**src/rtl/lcd_spi_arbiter_if.sv**
```systemverilog
// Request-side bus of the LCD SPI arbiter: one byte lane plus handshake per requester.
interface lcd_spi_arbiter_if #(
  parameter int NREQ = 4
);
  logic [NREQ-1:0]   req_valid;
  logic [8*NREQ-1:0] req_data;
  logic [NREQ-1:0]   req_dc;
  logic [NREQ-1:0]   req_last;
  logic [NREQ-1:0]   req_ready;
  logic [NREQ-1:0]   grant;

  modport master (
    output req_valid, req_data, req_dc, req_last,
    input  req_ready, grant
  );

  modport slave (
    input  req_valid, req_data, req_dc, req_last,
    output req_ready, grant
  );
endinterface

```
**src/rtl/lcd_spi_arbiter.sv**
```systemverilog
// Shares one LCD SPI link between NREQ byte-stream requesters, locking it per transaction.
// Define LCD_ARB_PRIORITY_EN for fixed lowest-index priority instead of round-robin.
module lcd_spi_arbiter #(
  parameter int NREQ   = 4,
  parameter int CS_GAP = 1
) (
  input  logic             clk,
  input  logic             reset,
  lcd_spi_arbiter_if.slave bus,
  output logic             busy,
  output logic             lcd_cs,
  output logic             lcd_rs,
  output logic             lcd_data,
  output logic             lcd_clk
);

  localparam int IW = (NREQ > 1) ? $clog2(NREQ) : 1;

  typedef enum logic [1:0] {IDLE, HOLD, SHIFT, GAP} state_t;

  state_t          state, state_nxt;
  logic [IW-1:0]   owner, owner_nxt;
  logic [IW-1:0]   rr_ptr, rr_nxt;
  logic [IW-1:0]   pick, idx;
  logic            pick_ok;
  logic [NREQ-1:0] grant_r, grant_nxt;
  logic [NREQ-1:0] ready;
  logic [7:0]      shift, shift_nxt;
  logic [2:0]      bit_cnt, bit_cnt_nxt;
  logic [3:0]      gap_cnt, gap_nxt;
  logic            last_r, last_nxt;
  logic            cs_r, cs_nxt;
  logic            rs_r, rs_nxt;
  logic            own_valid;
  logic            load;

  // Scan from the far end so the candidate closest to the pointer is written last and wins.
  always_comb begin
    pick    = '0;
    pick_ok = 1'b0;
    idx     = '0;
    for (int i = NREQ - 1; i >= 0; i--) begin
`ifdef LCD_ARB_PRIORITY_EN
      idx = IW'(i);
`else
      idx = IW'((int'(rr_ptr) + i) % NREQ);
`endif
      if (bus.req_valid[idx]) begin
        pick    = idx;
        pick_ok = 1'b1;
      end
    end
  end

  assign own_valid = bus.req_valid[owner];

  always_comb begin
    state_nxt   = state;
    owner_nxt   = owner;
    rr_nxt      = rr_ptr;
    grant_nxt   = grant_r;
    ready       = '0;
    shift_nxt   = shift;
    bit_cnt_nxt = bit_cnt;
    gap_nxt     = gap_cnt;
    last_nxt    = last_r;
    cs_nxt      = cs_r;
    rs_nxt      = rs_r;
    load        = 1'b0;

    case (state)
      IDLE: begin
        cs_nxt = 1'b1;
        if (pick_ok) begin
          grant_nxt       = '0;
          grant_nxt[pick] = 1'b1;
          owner_nxt       = pick;
          state_nxt       = HOLD;
        end
      end
      HOLD: begin
        ready[owner] = own_valid;
        load         = own_valid;
      end
      SHIFT: begin
        shift_nxt   = {shift[6:0], 1'b1};
        bit_cnt_nxt = bit_cnt + 3'd1;
        if (bit_cnt == 3'd7) begin
          if (!last_r) begin
            // Reloading on the last bit keeps bytes back to back with cs held low.
            ready[owner] = own_valid;
            load         = own_valid;
            if (!own_valid) state_nxt = HOLD;
          end else begin
            state_nxt = GAP;
            cs_nxt    = 1'b1;
            rs_nxt    = 1'b1;
            grant_nxt = '0;
            gap_nxt   = '0;
`ifdef LCD_ARB_PRIORITY_EN
            rr_nxt    = '0;
`else
            rr_nxt    = (int'(owner) == NREQ - 1) ? '0 : owner + 1'b1;
`endif
          end
        end
      end
      GAP: begin
        gap_nxt = gap_cnt + 4'd1;
        if (int'(gap_cnt) + 1 >= CS_GAP) state_nxt = IDLE;
      end
      default: state_nxt = IDLE;
    endcase

    if (load) begin
      shift_nxt   = bus.req_data[{owner, 3'b000} +: 8];
      rs_nxt      = bus.req_dc[owner];
      last_nxt    = bus.req_last[owner];
      cs_nxt      = 1'b0;
      bit_cnt_nxt = 3'd0;
      state_nxt   = SHIFT;
    end
  end

  always_ff @(posedge clk) begin
    if (reset) begin
      state   <= IDLE;
      owner   <= '0;
      rr_ptr  <= '0;
      grant_r <= '0;
      shift   <= 8'hFF;
      bit_cnt <= 3'd0;
      gap_cnt <= 4'd0;
      last_r  <= 1'b0;
      cs_r    <= 1'b1;
      rs_r    <= 1'b1;
    end else begin
      state   <= state_nxt;
      owner   <= owner_nxt;
      rr_ptr  <= rr_nxt;
      grant_r <= grant_nxt;
      shift   <= shift_nxt;
      bit_cnt <= bit_cnt_nxt;
      gap_cnt <= gap_nxt;
      last_r  <= last_nxt;
      cs_r    <= cs_nxt;
      rs_r    <= rs_nxt;
    end
  end

  // The serial clock is the inverted system clock, so the panel samples mid-bit on its rising edge.
  assign lcd_clk       = (state == SHIFT) ? ~clk : 1'b1;
  assign lcd_data      = (state == SHIFT) ? shift[7] : 1'b1;
  assign lcd_cs        = cs_r;
  assign lcd_rs        = rs_r;
  assign busy          = (state != IDLE);
  assign bus.grant     = grant_r;
  assign bus.req_ready = ready;

endmodule
```
**src/flat_wrapper.sv**
```systemverilog
// flat-port wrapper written by rule: the top's interface ports become plain ports
module lcd_spi_arbiter_flat 
#(
  parameter int NREQ   = 4,
  parameter int CS_GAP = 1
)
  (clk, reset, busy, lcd_cs, lcd_rs, lcd_data, lcd_clk, bus_req_valid, bus_req_data, bus_req_dc, bus_req_last, bus_req_ready, bus_grant);
  lcd_spi_arbiter_if #(.NREQ(NREQ)) bus_i ();
  input  logic clk;
  input  logic reset;
  output logic busy;
  output logic lcd_cs;
  output logic lcd_rs;
  output logic lcd_data;
  output logic lcd_clk;
  input wire logic [$bits(bus_i.req_valid)-1:0] bus_req_valid;
  input wire logic [$bits(bus_i.req_data)-1:0] bus_req_data;
  input wire logic [$bits(bus_i.req_dc)-1:0] bus_req_dc;
  input wire logic [$bits(bus_i.req_last)-1:0] bus_req_last;
  output wire logic [$bits(bus_i.req_ready)-1:0] bus_req_ready;
  output wire logic [$bits(bus_i.grant)-1:0] bus_grant;
  assign bus_i.req_valid = bus_req_valid;
  assign bus_i.req_data = bus_req_data;
  assign bus_i.req_dc = bus_req_dc;
  assign bus_i.req_last = bus_req_last;
  assign bus_req_ready = bus_i.req_ready;
  assign bus_grant = bus_i.grant;
  lcd_spi_arbiter #(.NREQ(NREQ), .CS_GAP(CS_GAP)) u_core (.clk(clk), .reset(reset), .bus(bus_i), .busy(busy), .lcd_cs(lcd_cs), .lcd_rs(lcd_rs), .lcd_data(lcd_data), .lcd_clk(lcd_clk));
endmodule
```
**config.mk**
```make
export PLATFORM = sky130hd
export DESIGN_NAME = lcd_spi_arbiter_flat
export DESIGN_NICKNAME = d
export VERILOG_FILES = /design/src/rtl/lcd_spi_arbiter_if.sv /design/src/rtl/lcd_spi_arbiter.sv /design/src/flat_wrapper.sv
export SDC_FILE = /design/constraint.sdc
export NUM_CORES = 1
export LEC_CHECK = 0
export BUFFER_PORTS_ARGS = -buffer_cell sky130_fd_sc_hd__buf_4
export CORE_UTILIZATION = 46
export CTS_BUF_LIST = sky130_fd_sc_hd__clkbuf_16
export DETAILED_ROUTE_END_ITERATION = 12
export GPL_ROUTABILITY_DRIVEN = 0
export HOLD_SLACK_MARGIN = 0.05
export PLACE_DENSITY = 0.87
export REMOVE_ABC_BUFFERS = 1
export SYNTH_ARGS = -nofsm -noshare
export SYNTH_HDL_FRONTEND = slang
export SYNTH_SLANG_ARGS = --single-unit
```
**constraint.sdc**
```tcl
create_clock -name clk -period 1.7 [get_ports clk]
set_input_delay 0.34 -clock clk [delete_from_list [all_inputs] [get_ports clk]]
set_output_delay 0.34 -clock clk [all_outputs]
set_load 0.02 [all_outputs]
```
==> impl_metrics.yaml, run 1 <==
run_status:
  status: "finished, violations left"
  violations: "negative setup slack"
power:
  leakage_uw: 0.00128
  p_per_area_nw_per_um2: 1200
  peakVddDrop_uv: 696
  total_power_uw: 3560
cells_and_area:
  multi_input_area_um2: 1320
  syn_to_final_growth_pct: 60.8
  stdcell_count: 343
  final_common_cell: "buf_4"
  utilization_pct: 79.0
  fillers: 208
  layout_common_cells: "buf_4, dfxtp_1, nor2_1"
  layout-drive-gt1-share_pct: 49.5
  final_net_count: 356
  antenna_cells: 0
  regArea_um2: 566
sta:
  worst_slack_ns: -0.389
  fin_crit_sh_pct: 123
  fmax_mhz: 479
  period_needed_ns: 2.09
  final_hold_viol_count: 0
  slew_violations: 0
  relSlewSlack_pct: 79.3
  worst_slew_pin_slew_ns: 0.311
  fin_skew_ns: 0.00499
  rsz0062_at_grt: "yes"
  setup_viol: 21
floorplanning:
  die_h_um: 65.4
  start_util_pct: 49.1
  die_w_um: 65.4
  num_rows: 22
  coreArea_um2: 3770
  die_area_um2: 4280
  io_pins: 59
detailed_routing:
  routed_wl_um: 5970
  wl_per_cell_um: 17.4
  drc: 0
  ant_nets: 0
  num_vias: 1991
  viasPerCell: 5.80
  first_pass_iters: 5
  drt_iter0_drc: 96
logic_synthesis:
  syn_inst: 200
  async_flop_share_pct: 0
  synth_seq_cells: 28
  yosysUniqueCellTypes: 37
  ys_seq_area_share_pct: 30.3
  ys.flop_type: "dfxtp_1"
  syn_area_um2: 1850
  synth_edf_count: 0
  avgSynthCellArea_um2: 9.26
  synth_warnings: 0
hold_path:
  min_from: "reset"
  hold_path_end: "u_core.bus.grant[3]"
  min_path_type: "in -> reg"
  whs_path_depth: 2
worst_setup_path:
  worst_r2r_path_depth: 10
  crit_fanout: 5
  critical_path_class: "reg -> out"
  cp.required_ns: 1.36
  reg2reg_to: "u_core.last_r"
  end_kind: "output pin"
  crit_arrival_ns: 1.75
  worstSetupStartpointType: "flip-flop"
  crit-reg2reg-launch: "u_core.bit_cnt[0]"
  r2r_slack_ns: -0.36
placed_design:
  dp_cells: 328
  pre_cts_ws_ns: -0.0467
  dp_hpwl_um: 3590
  portBuffers: 58
global_route:
  grt_start_max_net_pins: 26
  grt.overflow.total: 0
  grt_pass1_vias: 1971
  track_usage_pct: 28.2
  grt_antenna_before_repair: 0
  grt_pass1_wl_um: 8900
clocking:
  cts_tree: "done"
  clkLatencyLatePin_ns: 0.38
  path_clk_slew_ns: 0.07
flow_run:
  maxCapViolations: 0
[sequential cells by signal (all words and copies together), names as in the netlist]
register	cells
u_core.gap_cnt	4
u_core.lcd_cs	1
u_core.last_r	1
u_core.lcd_rs	1
u_core.bus.grant	4
u_core.state	2
u_core.owner	2
u_core.rr_ptr	2
u_core.shift	8
u_core.bit_cnt	3
[timing repair]
action | CTS | global route
gates resized for setup | 32 | 18
endpoints found under the setup margin | 21 | 29
hold buffers | 0 | 0
buffers inserted | 5 | 4
pin swaps | 5 | 10
[stage by stage]
| stage | hold WS, ns | setup TNS (ns) | area (um2) |
|---|---|---|---|
| after floorplan | 0.409 | -9.59 | 1800 |
| after global placement | 0.442 | 0 | 2530 |
| after CTS | 0.309 | -2.93 | 2880 |
| final | 0.310 | -5.69 | 2980 |
| after global routing | 0.313 | -7.43 | 2980 |
| after detailed placement | 0.448 | -0.142 | 2530 |
[final cells by class]
cell class                      count  share of cell area, %
Inverter                           17                   2.14
Tap cell                           48                   2.02
Clock buffer                        7                   5.42
Clock inverter                      1                   1.01
Timing Repair Buffer               96                   26.0
Multi-Input combinational cell    146                   44.4
Sequential cell                    28                   19.0
[critical path: stages (launching register included)]
cell and delay [ns]:
dfxtp_2 0.34, ha_4 0.17, ha_4 0.15, and3b_2 0.23
o211ai_4 0.26, nor2_1 0.07, buf_4 0.16
[synthesized netlist by cell type (2+ instances only)]
cell type	number	area (um2)
nand2b_1	14	87.6
a21oi_1	13	65.1
dfxtp_1	28	561
nand2_1	15	56.3
o21ai_0	10	50.1
nand3b_1	5	37.5
o22ai_1	2	12.5
a32oi_1	3	26.3
buf_2	4	20.0
o221ai_1	2	17.5
clkbuf_1	3	11.3
nand3_1	2	10.0
inv_1	17	63.8
nor2b_1	2	12.5
mux4_2	11	248
ha_1	14	175
a21o_1	2	15.0
nor3_1	2	10.0
nor2_1	20	75.1
mux2i_1	14	140
[power breakdown]
group          switching [uW]  internal (uW)
logic                     808            847
clock network             309            785
registers                66.2            746
total                    1180           2380
[metal layers]
metal | global-route usage (%) | vias up | part of all wire (%)
met4 | 13.9 | 0 | 3.3
li1 | - | 905 | -
met5 | 0 | - | 0
met2 | 47.4 | 118 | 51
met3 | 7.29 | 22 | 7.3
met1 | 33.1 | 946 | 38
[how the worst max path moves through the flow]
stage                                  from  cells past startpoint  slack (ns)               end
after floorplan             u_core.state[0]                      5       -0.54  bus_req_ready[0]
after global placement     bus_req_valid[3]                      6      0.0007     u_core.last_r
after detailed placement  u_core.bit_cnt[0]                      7       -0.05     u_core.last_r
after CTS                 u_core.bit_cnt[0]                      6       -0.38  bus_req_ready[3]
after global routing      u_core.bit_cnt[0]                      6       -0.44  bus_req_ready[0]
final                     u_core.bit_cnt[0]                      6       -0.39  bus_req_ready[0]
[logic make-up (layout without fill, tap and decap cells)]
group	after synthesis	in the layout	share of synthesized area [%]
multiplexers	25	25	20.9
adder cells (fa/ha/maj)	14	14	9.46
XOR/XNOR	1	1	0.473
buffers and inverters	26	121	6.15
AO/OA/AOI/OAI	39	39	13.9
AND/OR/NAND/NOR	67	67	18.9
flip-flops	28	28	30.3
No activity file was read; power rests on OpenSTA's default activity.
==> run 2, diff against run 1 <==
BUFFER_PORTS_ARGS = default   (was -buffer_cell sky130_fd_sc_hd__buf_4)
CORE_UTILIZATION = 57   (was 46)
DONT_BUFFER_PORTS = 1   (was default)
PLACE_DENSITY = 0.86   (was 0.87)
==> run 2 against run 1 <==
Compared with the run above: the run still ends with negative setup slack left; sequential share of layout area increased by 3.4 points; setup slack improved by 0.012 ns; combinational power decreased by 13%; clock-buffer cell count decreased by 1; clock power about the same; via count decreased by 11%; critical path depth unchanged; worst hold slack got worse by 0.27 ns; clock skew decreased by 0.0011 ns; final cell count decreased by 19%; critical path type unchanged; critical endpoint unchanged.
==> impl_metrics.yaml, run 2 (synthesis gave the netlist of run 1 again) <==
global_route:
  grt_pass1_wl_um: 7090
  grtUsageMet3_pct: 6.99
  grt_antenna_before_repair: 0
  busiest_layer: "met2"
  use_met2_pct: 44.2
  grt.overflow.total: 0
  grt_use_met1_pct: 34.0
  grt_pass1_vias: 1569
  grt_start_max_net_pins: 20
  track_usage_pct: 27.9
placed_design:
  dpl_cell_area_um2: 2060
  dp_cells: 262
  dp_hpwl_um: 2890
  portBuffers: 0
power:
  seq_power_share_pct: 25.1
  combPwrFrac_pct: 42.7
  sw_frac_of_total_pct: 34.1
  leakage_uw: 0.000978
  peakVddDrop_uv: 686
  total_power_uw: 3380
  p_per_area_nw_per_um2: 1330
  power_frac_clock_pct: 32.3
  p_switching_uw: 1150
  p_int_uw: 2230
detailed_routing:
  drt_iter0_drc: 113
  first_pass_iters: 5
  wl_per_cell_um: 20.5
  viasPerCell: 6.40
  routed_wl_um: 5670
  drc: 0
  num_vias: 1773
  ant_nets: 0
sta:
  fmax_mhz: 481
  slew_violations: 0
  rsz0062_at_grt: "yes"
  relSlewSlack_pct: 57.2
  final_hold_viol_count: 0
  period_needed_ns: 2.08
  worst_slew_pin_slew_ns: 0.640
  fin_crit_sh_pct: 122
  fin_hold_ws_ns: 0.0425
  fin_skew_ns: 0.00388
  setup_viol: 18
  worst_slack_ns: -0.377
cells_and_area:
  syn_to_final_growth_pct: 37.0
  largest_reg_flops: 8
  top_register: "u_core.shift"
  layout-drive-gt1-share_pct: 36.1
  final_net_count: 294
  stdcell_count: 277
  layout_common_cells: "buf_4, dfxtp_1, nor2_1, inv_1, nand2_1"
  final_common_cell: "buf_4"
  design_area_um2: 2540
  utilization_pct: 82.4
  antenna_cells: 0
floorplanning:
  num_rows: 20
  die_w_um: 59.0
  coreArea_um2: 3080
  die_h_um: 59.0
  die_area_um2: 3480
  start_util_pct: 60.2
  io_pins: 59
clocking:
  clkLatencyLatePin_ns: 0.39
  cts_tree: "done"
  path_clk_slew_ns: 0.07
worst_setup_path:
  worst_path_max_delay_cell: "dfxtp_2"
  cp_slowest_stage_delay_ns: 0.34
  crit_chain: "ha_4, ha_4, and3b_2, o211ai_4, nor2_1, buf_4"
  critical_path_buf_inv_count: 1
  cp.required_ns: 1.36
  critical_path_class: "reg -> out"
  crit_arrival_ns: 1.74
  cp_top_family: "flip-flops"
  crit_top_cell: "ha_4"
  crit_fanout: 5
  worstSetupStartpointType: "flip-flop"
  end_kind: "output pin"
run_status:
  violations: "negative setup slack"
  status: "finished, violations left"
hold_path:
  min_path_type: "in -> reg"
flow_run:
  maxCapViolations: 0
run 2: layout make-up:
type                       instances  area [um2]
sequential                        28         568
timing repair buffer              35         325
tap                               44        55.1
clock inverter                     1        30.0
inverter                          17        63.8
fill                             162         542
clock buffer                       6         150
multi-input combinational        146        1340
run 2: worst register-to-register path: cells and delay by family, from the launching register on:
kind                       cells  cell delay, ns
buffers and inverters          3            0.42
DFF                            1            0.34
adders and majority gates      2            0.31
and+or+nand+nor                2            0.29
AOI/OAI and AO/OA              1            0.23
muxes                          1            0.20
run 2: final timing paths:
kind | end | slack [ns] | depth (start not counted) | start
setup / recovery | bus_req_ready[0] | -0.38 | 6 | u_core.bit_cnt[0]
hold / removal | u_core.lcd_cs | 0.04 | 1 | reset
setup reg to reg | u_core.last_r | -0.25 | 9 | u_core.bit_cnt[0]
hold reg to reg | u_core.gap_cnt[3] | 0.55 | 1 | u_core.gap_cnt[3]
run 2: power groups by stage:
| stage | clock [uW] | combinational, uW | sequential [uW] |
|---|---|---|---|
| after floorplan | 9.92 | 653 | 858 |
| after global placement | 9.93 | 984 | 831 |
| after detailed placement | 9.93 | 1010 | 834 |
| after CTS | 1080 | 1150 | 835 |
| after global routing | 1120 | 1520 | 852 |
| final | 1090 | 1440 | 848 |
run 2: per-stage QoR:
| step | worst slack, ns | setup TNS (ns) |
|---|---|---|
| after floorplan | -0.543 | -9.59 |
| after global placement | -0.0426 | -0.0702 |
| after detailed placement | -0.115 | -0.779 |
| after CTS | -0.364 | -2.11 |
| after global routing | -0.424 | -4.84 |
| final | -0.377 | -3.45 |
run 2: timing repair:
action,4_1_cts,5_1_grt
pin swaps,8,12
hold buffers,1,1
setup buffers,1,5
gates cloned,0,1
hold endpoints to repair,14,1
gates resized for setup,21,29
endpoints found under the setup margin,22,28
run 2: metal layers:
layer	vias to the layer above	wire length [um]	part of all wire [%]
met5	-	0	0
met3	26	480	8.5
met4	0	230	4.1
li1	779	-	-
met2	129	2770	49
met1	839	2190	39
==> run 3, diff against run 2 <==
CORE_MARGIN = 2   (was default)
RECOVER_POWER = 25   (was default)
==> run 3 against run 2 <==
Compared with the run above: the flow still finishes with violations (negative setup slack); register-to-register slack barely moved; core utilization fell by 1.4 points; first-iteration DRC count is 55% higher; final cell count is 0.72% lower; maximum frequency decreased by 1.7%; non-clock buffer count decreased by 2; via count increased by 4.9%; worst hold slack improved by 0.0093 ns; global-route usage increased by 1.8 points; critical path type unchanged; largest power group unchanged.
==> impl_metrics.yaml, run 3 (synthesis gave the netlist of run 1 again) <==
placed_design:
  dpl_cell_area_um2: 2060
  portBuffers: 0
  dp_hpwl_um: 3050
hold_path:
  whs_path_depth: 1
  min_path_type: "in -> reg"
  min_from: "reset"
  hold_path_end: "u_core.shift[1]"
worst_setup_path:
  cp.required_ns: 1.36
  reg2reg_to: "u_core.last_r"
  critical_path_class: "reg -> out"
  crit_fanout: 5
  worst_r2r_path_depth: 8
  end_kind: "output pin"
  crit_start: "u_core.bit_cnt[0]"
  worstSetupStartpointType: "flip-flop"
  r2r_slack_ns: -0.25
  crit-reg2reg-launch: "u_core.bit_cnt[0]"
  crit_arrival_ns: 1.77
sta:
  worst_slack_ns: -0.414
  setup_tns_ns: -3.99
  worst_slew_pin_slew_ns: 0.683
  fmax_mhz: 473
  slew_violations: 0
  final_hold_viol_count: 0
  rsz0062_at_grt: "yes"
  period_needed_ns: 2.11
  fin_crit_sh_pct: 124
  setup_viol: 25
  relSlewSlack_pct: 54.1
  fin_hold_ws_ns: 0.0518
  fin_skew_ns: 0.00488
detailed_routing:
  viasPerCell: 6.76
  drt_iter0_drc: 175
  wl_per_cell_um: 22.0
  routed_wl_um: 6040
  first_pass_iters: 7
  num_vias: 1860
  ant_nets: 0
  drc: 0
floorplanning:
  io_pins: 59
  coreArea_um2: 3080
  start_util_pct: 60.2
  die_h_um: 61.0
  die_area_um2: 3720
  num_rows: 20
  die_w_um: 61.0
power:
  leakage_uw: 0.000949
  p_switching_uw: 1180
  seq_power_share_pct: 25.1
  sw_frac_of_total_pct: 34.8
  total_power_uw: 3390
  combPwrFrac_pct: 43.0
  power_frac_clock_pct: 32.0
  p_per_area_nw_per_um2: 1360
  p_int_uw: 2210
  peakVddDrop_uv: 870
cells_and_area:
  syn_to_final_growth_pct: 34.7
  top_register: "u_core.shift"
  utilization_pct: 81.0
  layout_common_cells: "buf_4, dfxtp_1, nor2_1, inv_1, nand2_1"
  design_area_um2: 2490
  largest_reg_flops: 8
  final_common_cell: "buf_4"
  layout-drive-gt1-share_pct: 33.8
  antenna_cells: 0
  final_net_count: 292
global_route:
  grt_antenna_before_repair: 0
  grt.overflow.total: 0
  grt_pass1_vias: 1675
  grt_pass1_wl_um: 7780
  grt_start_max_net_pins: 21
  track_usage_pct: 29.7
run_status:
  violations: "negative setup slack"
  status: "finished, violations left"
clocking:
  path_clk_slew_ns: 0.07
  cts_tree: "done"
  clkLatencyLatePin_ns: 0.39
flow_run:
  maxCapViolations: 0
## run 3: cell count changes in the layout (fill, tap and decap cells not counted), sizes merged
cell         change
dlygate4sd3      -1
buf              -1
## run 3: worst max-delay path: stages, from the launching register on
cell and delay [ns]:
dfxtp_2 0.34, ha_4 0.16, ha_4 0.15, and3b_2 0.21
o211ai_4 0.27, nor2_1 0.09, buf_4 0.17
## run 3: how the worst max path moves through the flow
stage               depth (start not counted)                to  slack [ns]
floorplan                                   5  bus_req_ready[0]       -0.54
global placement                            7     u_core.last_r       -0.06
detailed placement                          7     u_core.last_r       -0.13
CTS                                         6  bus_req_ready[0]       -0.37
global route                                6  bus_req_ready[3]       -0.43
finish                                      6  bus_req_ready[3]       -0.41
## run 3: what timing repair did
item,4_1_cts,5_1_grt
hold buffers,1,0
gates cloned,0,1
gates resized for setup,16,27
buffers inserted,3,2
setup endpoints to repair,21,30
pin swaps,10,10
endpoints found under the hold margin,14,0
## run 3: power by group through the flow
stage / clock [uW] / combinational, uW / sequential [uW]
4_1_cts: 1080 / 1120 / 826
3_3_place_gp: 9.93 / 991 / 829
6_report: 1080 / 1450 / 848
2_1_floorplan: 9.92 / 653 / 858
5_1_grt: 1100 / 1510 / 853
3_5_place_dp: 9.92 / 1030 / 831
## run 3: area by class of cell
cell class | instances | area [um2]
well taps | 44 | 55.1
multi-input cells | 146 | 1320
clock inverters | 1 | 30.0
flip-flops and latches | 28 | 567
fillers | 156 | 584
inverters | 17 | 63.8
repair buffers | 33 | 308
clock buffers | 6 | 150
## run 3: metal layers
layer  vias to the layer above  share of wire, %  GRT usage (%)
met5                         -                 0              0
met3                        37               9.6           8.10
met4                         0               5.1           18.3
met1                       895                37           35.2
met2                       151                49           47.8
li1                        777                 -              -
## run 3: through the flow
step	setup WS (ns)	cells
after floorplan	-0.543	191
after global placement	-0.0576	262
after detailed placement	-0.132	262
after CTS	-0.370	273
after global routing	-0.432	275
final	-0.414	275
